$ cat config.mk
export PLATFORM = sky130hd
export DESIGN_NAME = conv_channel_accum_align
export DESIGN_NICKNAME = d
export VERILOG_FILES = /design/src/rtl/conv_channel_accum_align.sv
export SDC_FILE = /design/constraint.sdc
export NUM_CORES = 1
export LEC_CHECK = 0
export ABC_AREA = 1
export CELL_PAD_IN_SITES_DETAIL_PLACEMENT = 1
export CELL_PAD_IN_SITES_GLOBAL_PLACEMENT = 1
export CORE_UTILIZATION = 56
export DETAILED_ROUTE_END_ITERATION = 16
export PLACE_DENSITY = 0.87
export SLEW_MARGIN = 20
export SYNTH_ARGS = -nofsm -noshare
export SYNTH_HDL_FRONTEND = slang
export SYNTH_SLANG_ARGS = --single-unit
$ cat constraint.sdc
create_clock -name clk -period 7.8 [get_ports clk]
set_input_delay 1.56 -clock clk [delete_from_list [all_inputs] [get_ports clk]]
set_output_delay 1.56 -clock clk [all_outputs]
set_load 0.02 [all_outputs]
$ cat src/rtl/conv_channel_accum_align.sv
// conv_channel_accum_align: channel-sum reduction with saturation,
// optional ReLU and a prefill-gated first-word-fall-through buffer.
`timescale 1ns/1ps
module conv_channel_accum_align #(
  parameter int DATA_WIDTH      = 16,
  parameter int CHANNEL_NUM_IN  = 128,
  parameter int CHANNEL_NUM_OUT = 128,
  parameter int IMAGE_WIDTH     = 32,
  parameter int IMAGE_HEIGHT    = 32,
  parameter int FIFO_DEPTH      = 64,
  parameter int PREFILL         = 32,
  parameter int ACT_MODE        = 0
) (
  input  logic                         clk,
  input  logic                         reset,
  input  logic                         valid_in,
  input  logic signed [DATA_WIDTH-1:0] pxl_in,
  input  logic                         ready_in,
  output logic signed [DATA_WIDTH-1:0] pxl_out,
  output logic                         valid_out,
  output logic                         frame_done,
  output logic                         overflow,
  output logic [$clog2(FIFO_DEPTH):0]  fifo_count
);

  localparam int ACC_W = DATA_WIDTH + $clog2(CHANNEL_NUM_IN) + 1;
  localparam int CH_W  = (CHANNEL_NUM_IN > 1) ? $clog2(CHANNEL_NUM_IN) : 1;
  localparam int PTR_W = $clog2(FIFO_DEPTH);
  localparam int CNT_W = PTR_W + 1;
  localparam int FRAME_PIX = IMAGE_WIDTH * IMAGE_HEIGHT * CHANNEL_NUM_OUT;
  localparam int FR_W  = (FRAME_PIX > 1) ? $clog2(FRAME_PIX) : 1;
  localparam int EXT_W = ACC_W - DATA_WIDTH;

  localparam logic signed [ACC_W-1:0] SAT_MAX =
    {{(EXT_W+1){1'b0}}, {(DATA_WIDTH-1){1'b1}}};
  localparam logic signed [ACC_W-1:0] SAT_MIN =
    {{(EXT_W+1){1'b1}}, {(DATA_WIDTH-1){1'b0}}};

  typedef enum logic [1:0] {
    IDLE   = 2'd0,
    STREAM = 2'd1,
    DRAIN  = 2'd2
  } state_e;

  logic signed [ACC_W-1:0]      acc_q, acc_d, sum;
  logic [CH_W-1:0]              ch_cnt_q, ch_cnt_d;
  logic                         last_ch;
  logic signed [DATA_WIDTH-1:0] sat, act;
  logic                         res_vld_q, res_vld_d;
  logic signed [DATA_WIDTH-1:0] res_q, res_d;

  logic [DATA_WIDTH-1:0]        mem [FIFO_DEPTH];
  logic [PTR_W-1:0]             wr_ptr_q, wr_ptr_d;
  logic [PTR_W-1:0]             rd_ptr_q, rd_ptr_d, rd_nxt;
  logic [CNT_W-1:0]             cnt_q, cnt_d;
  logic signed [DATA_WIDTH-1:0] dout_q, dout_d;
  logic                         ovf_q, ovf_d;
  logic                         full, push, pop, head_vld;

  state_e                       state_q, state_d;
  logic [FR_W-1:0]              rd_cnt_q, rd_cnt_d;
  logic                         frame_last, fdone;

  assign last_ch = (ch_cnt_q == CH_W'(CHANNEL_NUM_IN - 1));
  assign sum = acc_q + {{EXT_W{pxl_in[DATA_WIDTH-1]}}, pxl_in};

  // saturate the full channel sum, then optionally clamp negatives
  always_comb begin
    sat = sum[DATA_WIDTH-1:0];
    if (sum > SAT_MAX) sat = SAT_MAX[DATA_WIDTH-1:0];
    else if (sum < SAT_MIN) sat = SAT_MIN[DATA_WIDTH-1:0];
    act = sat;
    if (ACT_MODE == 1 && sat[DATA_WIDTH-1]) act = '0;
  end

  // channel accumulation; a finished pixel is staged for one cycle
  always_comb begin
    acc_d     = acc_q;
    ch_cnt_d  = ch_cnt_q;
    res_vld_d = 1'b0;
    res_d     = res_q;
    if (valid_in) begin
      if (last_ch) begin
        acc_d     = '0;
        ch_cnt_d  = '0;
        res_vld_d = 1'b1;
        res_d     = act;
      end else begin
        acc_d    = sum;
        ch_cnt_d = ch_cnt_q + CH_W'(1);
      end
    end
  end

  assign head_vld  = (cnt_q != '0);
  assign valid_out = (state_q != IDLE) && head_vld;
  assign pop       = valid_out && ready_in;
  assign full      = (cnt_q == CNT_W'(FIFO_DEPTH));
  assign push      = res_vld_q && (!full || pop);
  assign rd_nxt    = rd_ptr_q + PTR_W'(1);

  // buffer pointers, occupancy and the head register
  always_comb begin
    wr_ptr_d = push ? wr_ptr_q + PTR_W'(1) : wr_ptr_q;
    rd_ptr_d = pop ? rd_nxt : rd_ptr_q;
    cnt_d    = cnt_q + CNT_W'(push) - CNT_W'(pop);
    ovf_d    = ovf_q || (res_vld_q && full && !pop);
    dout_d   = dout_q;
    if (pop) begin
      if (cnt_q > CNT_W'(1)) dout_d = mem[rd_nxt];
      else if (push) dout_d = res_q;
    end else if (!head_vld && push) begin
      dout_d = res_q;
    end
  end

  assign frame_last = (rd_cnt_q == FR_W'(FRAME_PIX - 1));

  // release gating: hold until prefill or a complete short frame
  always_comb begin
    state_d  = state_q;
    rd_cnt_d = rd_cnt_q;
    fdone    = 1'b0;
    unique case (state_q)
      IDLE: begin
        if (int'(cnt_q) >= FRAME_PIX) state_d = DRAIN;
        else if (int'(cnt_q) >= PREFILL) state_d = STREAM;
      end
      STREAM: begin
        if (int'(rd_cnt_q) + int'(cnt_q) >= FRAME_PIX)
          state_d = DRAIN;
      end
      DRAIN: state_d = DRAIN;
      default: state_d = IDLE;
    endcase
    if (pop) begin
      if (frame_last) begin
        rd_cnt_d = '0;
        fdone    = 1'b1;
        state_d  = IDLE;
      end else begin
        rd_cnt_d = rd_cnt_q + FR_W'(1);
      end
    end
  end

  // state registers
  always_ff @(posedge clk or negedge reset) begin
    if (!reset) begin
      acc_q     <= '0;
      ch_cnt_q  <= '0;
      res_vld_q <= 1'b0;
      res_q     <= '0;
      wr_ptr_q  <= '0;
      rd_ptr_q  <= '0;
      cnt_q     <= '0;
      dout_q    <= '0;
      ovf_q     <= 1'b0;
      state_q   <= IDLE;
      rd_cnt_q  <= '0;
    end else begin
      acc_q     <= acc_d;
      ch_cnt_q  <= ch_cnt_d;
      res_vld_q <= res_vld_d;
      res_q     <= res_d;
      wr_ptr_q  <= wr_ptr_d;
      rd_ptr_q  <= rd_ptr_d;
      cnt_q     <= cnt_d;
      dout_q    <= dout_d;
      ovf_q     <= ovf_d;
      state_q   <= state_d;
      rd_cnt_q  <= rd_cnt_d;
    end
  end

  // result storage; contents are qualified by the pointers
  always_ff @(posedge clk) begin
    if (push) mem[wr_ptr_q] <= res_q;
  end

  assign pxl_out    = dout_q;
  assign frame_done = fdone;
  assign overflow   = ovf_q;
  assign fifo_count = cnt_q;

endmodule

### Word level (Yosys, flattened, before mapping)

Memories as Yosys holds them, arrays and structs flattened.
Cells that the tools add are included.

| word-level totals | value |
|---|---|
| register bits after elaboration | 103 |
| bits in latches | 0 |
| RAM bits | 1024 |
| memory bits (read-only) | 0 |
| output and inout port bits | 26 |
| logic and storage cells | 68 |
| memories kept | 1 |

Memories:

| name | words | width | read ports | clocked after Yosys merged registers in | wr ports | line | text |
|---|---|---|---|---|---|---|---|
| mem | 64 | 16 | 1 | 0 | 1 | 52 | `logic [DATA_WIDTH-1:0] mem [FIFO_DEPTH];` |

| cells by class | value |
|---|---|
| add/sub/neg operators | 8 |
| multiply operators | 0 |
| divide/modulo/power cells | 0 |
| magnitude comparators | 5 |
| equal/unequal tests | 6 |
| shift operators | 0 |
| muxes and demuxes | 20 |
| bitwise gates (word level) | 0 |
| reductions and logical operators | 17 |

Operators with widths:

| operator | count |
|---|---|
| 16-bit two-way mux | 6 |
| 24-bit adder | 1 |
| 24-bit by 16-bit > comparator with 1-bit output (second input constant) | 1 |
| 24-bit by 16-bit < comparator with 1-bit output (second input constant) | 1 |
| 24-bit two-way mux | 1 |
| 17-bit by 7-bit adder with 18-bit output | 1 |
| 18-bit >= comparator (second input constant) | 1 |
| 17-bit by 1-bit adder with 17-bit output (second input constant) | 1 |
| 17-bit == test (second input constant) | 1 |
| 17-bit two-way mux | 1 |
| 7-bit == test (second input constant) | 2 |
| 6-bit by 1-bit adder with 6-bit output (second input constant) | 2 |
| 2-bit two-way mux | 4 |
| 7-bit by 1-bit adder with 7-bit output | 1 |
| 7-bit by 1-bit adder with 7-bit output (second input constant) | 1 |
| 7-bit by 6-bit >= comparator with 1-bit output (second input constant) | 1 |
| 7-bit by 1-bit > comparator with 1-bit output (second input constant) | 1 |
| 7-bit two-way mux | 1 |
| 7-bit nonzero test | 1 |
| 7-bit by 1-bit subtractor with 7-bit output | 1 |
| 1-bit logical AND | 6 |
| 1-bit two-way mux | 6 |
| 2-bit one-hot mux with 3 select lines | 1 |
| 2-bit AND reduction | 2 |
| other kinds (7) | 11 |

### Logic depth before layout (Yosys ltp)

| logic depth | value |
|---|---|
| word-level depth | 8 |
| mapped depth | 22 |
| depth with buffers taken out | 22 |

### Worst setup path after synthesis

OpenSTA, ideal clock, no wires.

| timing path | value |
|---|---|
| path kind | input -> output |
| start | in ready_in |
| end | out frame_done |
| data arrival time | 2117 ps |
| required time | 6240 ps |
| setup slack | 4123 ps |
| stages on the path | 3 |
| path buffers | 1 |
| path through | nand2_2 -> buf_4 -> nor2_2 |

| on the way | value |
|---|---|
| longest elaborated chain between the ends | 2 |

RTL lines:

| element | line | text |
|---|---|---|
| from (decl) | 18 | `input logic ready_in,` |
| 1-bit logical AND | 97 | `assign pop = valid_out && ready_in;` |
| 1-bit two-way mux | 136 | `if (pop) begin` |
| to (decl) | 21 | `output logic frame_done,` |

Every way passes these cells.

### Final worst setup path

Same ends and word-level chain as after synthesis.

==> reports/metrics.yaml <==
crit_path_start_kind: "input port"
grt_antenna_before_repair: 6
yosys_warnings: 0
rsz0062_at_grt: "no"
num_rows: 105
routed.top_layer: "met5"
synth_nets: 3896
fin_crit_sh: 0.628
cts_tree: "done"
yosys_most_used_dff: "edfxtp_1"
end_kind: "output port"
min_path_cells: 2
drc: 0
maxSlewViolCount: 0
wl_met3_microns: 19300
hpwlAfterDp_microns: 83000
drtPass1Iterations: 6
grt_pass1_wl_microns: 239000
r2r-start: "rd_ptr_q[0]"
synth_enable_flop_cells: 1024
path_cells: "clkdlybuf4s50_1 -> nand2_2 -> nor2_2 -> clkdlybuf4s50_1"
hp-start: "acc_q[18]"
overflow: 0
ys_ff_latch: 1127
cp.depth: 4
seq_area_frac_synth: 0.708
drt_iter0_markers: 5229
cts-root-buf: "clkbuf_16"
timing_worst_setup_path_type: "input port to output port"
setup_tns_ns: 0
grt_pass1_vias: 37200
slew_headroom: 0.0742
antenna_left: 0
synth_cells: 3824
power.total_uw: 23800
synth_area_sq_um: 47000
clk_pin_slew_ns: 0.06
critical_path.slowest_cell: "clkdlybuf4s50_1"
reg2reg_depth: 12
coreArea_sq_um: 82600
nets: 3929
hold_violations: 0
clk-insertion-delay-late_ns: 0.70
synth_area_leaders: "edfxtp_1 (65%), o21ai_0 (6.1%), nor2_1 (5.6%)"
cts_resized: 0
path_buf_inv: 2
cts_setup_buffers: 0
hp-class: "flip-flop to flip-flop"
crit_top_cell: "clkdlybuf4s50_1"
irDropWorstVdd_mv: 0.465
critPathArrivalTime_ns: 3.34
min_to: "acc_q[18]"
cp_slowest_stage_delay_ns: 0.67
die_area_sq_um: 85200
power_per_cell_area_nw_per_um2: 453
die_w_microns: 292
status: "completed"
h-tree-depth: 3
rrSetupSlack_ns: 2.99
clock_sinks: 1127
wl_met2_microns: 77600
crit_family: "buffers and inverters"
drive_gt1_frac: 0.0961
io_pins: 46
portBuffers: 45
yosysMostFrequentCell: "edfxtp_1"
finalCriticalPeriod_ns: 4.90
synth_common_cells: "edfxtp_1 (1,024), nor2_1 (707), o21ai_0 (569), nand2_1 (318), nand3_1 (153)"
drv_cap: 0
crit_fanout: 21
synth_cell_type_count: 50
r2r-end: "pxl_out[15]"
required_ns: 6.24
syn2layout_area_growth_pct: 11.7
place_congestion: 0.864
worstMarginPinSlew_ns: 1.39
synth.largest_area_cell: "edfxtp_1"
avgSynthCellArea_sq_um: 12.3
setup_viol_count_final: 0
grt_max_degree: 242
synthArstFlopShare: 0.0914
viasPerCell: 6.96
clock_path_buffers: 3
cts-buffers-inserted: 111
dieHeight_microns: 292
clock.fmax_mhz: 204
hold_buffers: 0
finClkSkew_ns: 0.0310
wire_per_inst_microns: 32.4
num_vias: 35000
initial_utilization: 0.569
wl_met1_microns: 55200
synth.top_cell.area_share: 0.654
drt_wl_total_microns: 163000
grt_use_total: 0.380
p_leak_uw: 0.0199
==> flip-flops by register name, summed over array words and instances, names as in the netlist <==
register / cells
res_q: 16
res_vld_q: 1
ch_cnt_q: 7
acc_q: 24
rd_ptr_q: 6
fifo_count: 7
overflow: 1
pxl_out: 16
mem: 1024
wr_ptr_q: 6
state_q: 2
rd_cnt_q: 17
==> placed cells by master (no fill, tap or decap), types with 79 or more instances in the layout <==
cell type and count:
edfxtp_1 1024, nor2_1 707, o21ai_0 569, nand2_1 318
nand3_1 153, o221ai_1 125, inv_1 120, clkbuf_16 114
buf_4 103, dfrtp_1 86, o22ai_1 79
==> worst register-to-register path: stages (launching register included) <==
cell,delay (ns)
dfrtp_4,0.76
ha_4,1.04
buf_4,0.82
o21ai_0,0.39
o211ai_1,0.37
o21ai_0,0.15
nand2_1,0.12
nand3_1,0.25
nand2_1,0.20
nand2_1,0.21
nand2_1,0.15
nor2_1,0.05
o21ai_1,0.19
==> report_power, final <==
part,switching (uW),total [uW],internal (uW),leakage [uW]
Combinational,7820,10500,2690,0.00577
Sequential,360,7410,7050,0.0122
Clock,2460,5850,3380,0.00188
==> how the worst max path moves through the flow <==
stage	start	endpoint	slack, ns
5_1_grt	fifo_count[2]	frame_done	2.75
2_1_floorplan	ready_in	frame_done	4.12
3_3_place_gp	ready_in	frame_done	2.92
4_1_cts	ready_in	frame_done	2.88
6_report	ready_in	frame_done	2.90
3_5_place_dp	ready_in	frame_done	2.88
==> cells by family after synthesis <==
logic type / share of synthesized area
AOI/OAI and AO/OA: 0.122
DFF: 0.708
xor gates and xnor gates: 0.00721
and+or+nand+nor: 0.110
muxes: 0.00340
adders and majority gates: 0.0141
buffers and inverters: 0.0344
==> layout make-up <==
class | instances | area (sq um)
Multi-Input combinational cell | 2333 | 12200
Clock buffer | 142 | 3040
Tap cell | 1070 | 1340
Inverter | 134 | 519
Fill cell | 7864 | 30100
Clock inverter | 67 | 842
Timing Repair Buffer | 150 | 1270
Antenna cell | 1 | 2.50
Sequential cell | 1127 | 33400
==> layer usage <==
metal / GRT usage / vias to the layer above
li1: - / 14000
met1: 0.472 / 17200
met2: 0.619 / 2965
met3: 0.0823 / 759
met4: 0.223 / 8
met5: 0 / -
==> through the flow <==
stage | hold WS (ns) | setup slack (ns) | std cells | area (sq um) | utilization
6_report | 0.498 | 2.90 | 5024 | 52500 | 0.636
5_1_grt | 0.513 | 2.75 | 5023 | 52500 | 0.636
4_1_cts | 0.503 | 2.88 | 5023 | 52500 | 0.636
3_5_place_dp | 0.488 | 2.88 | 4814 | 48600 | 0.589
3_3_place_gp | 0.468 | 2.92 | 4814 | 48600 | 0.589
2_1_floorplan | 0.457 | 4.12 | 3824 | 47000 | -
Note: power is estimated with default switching activity, not from simulation.
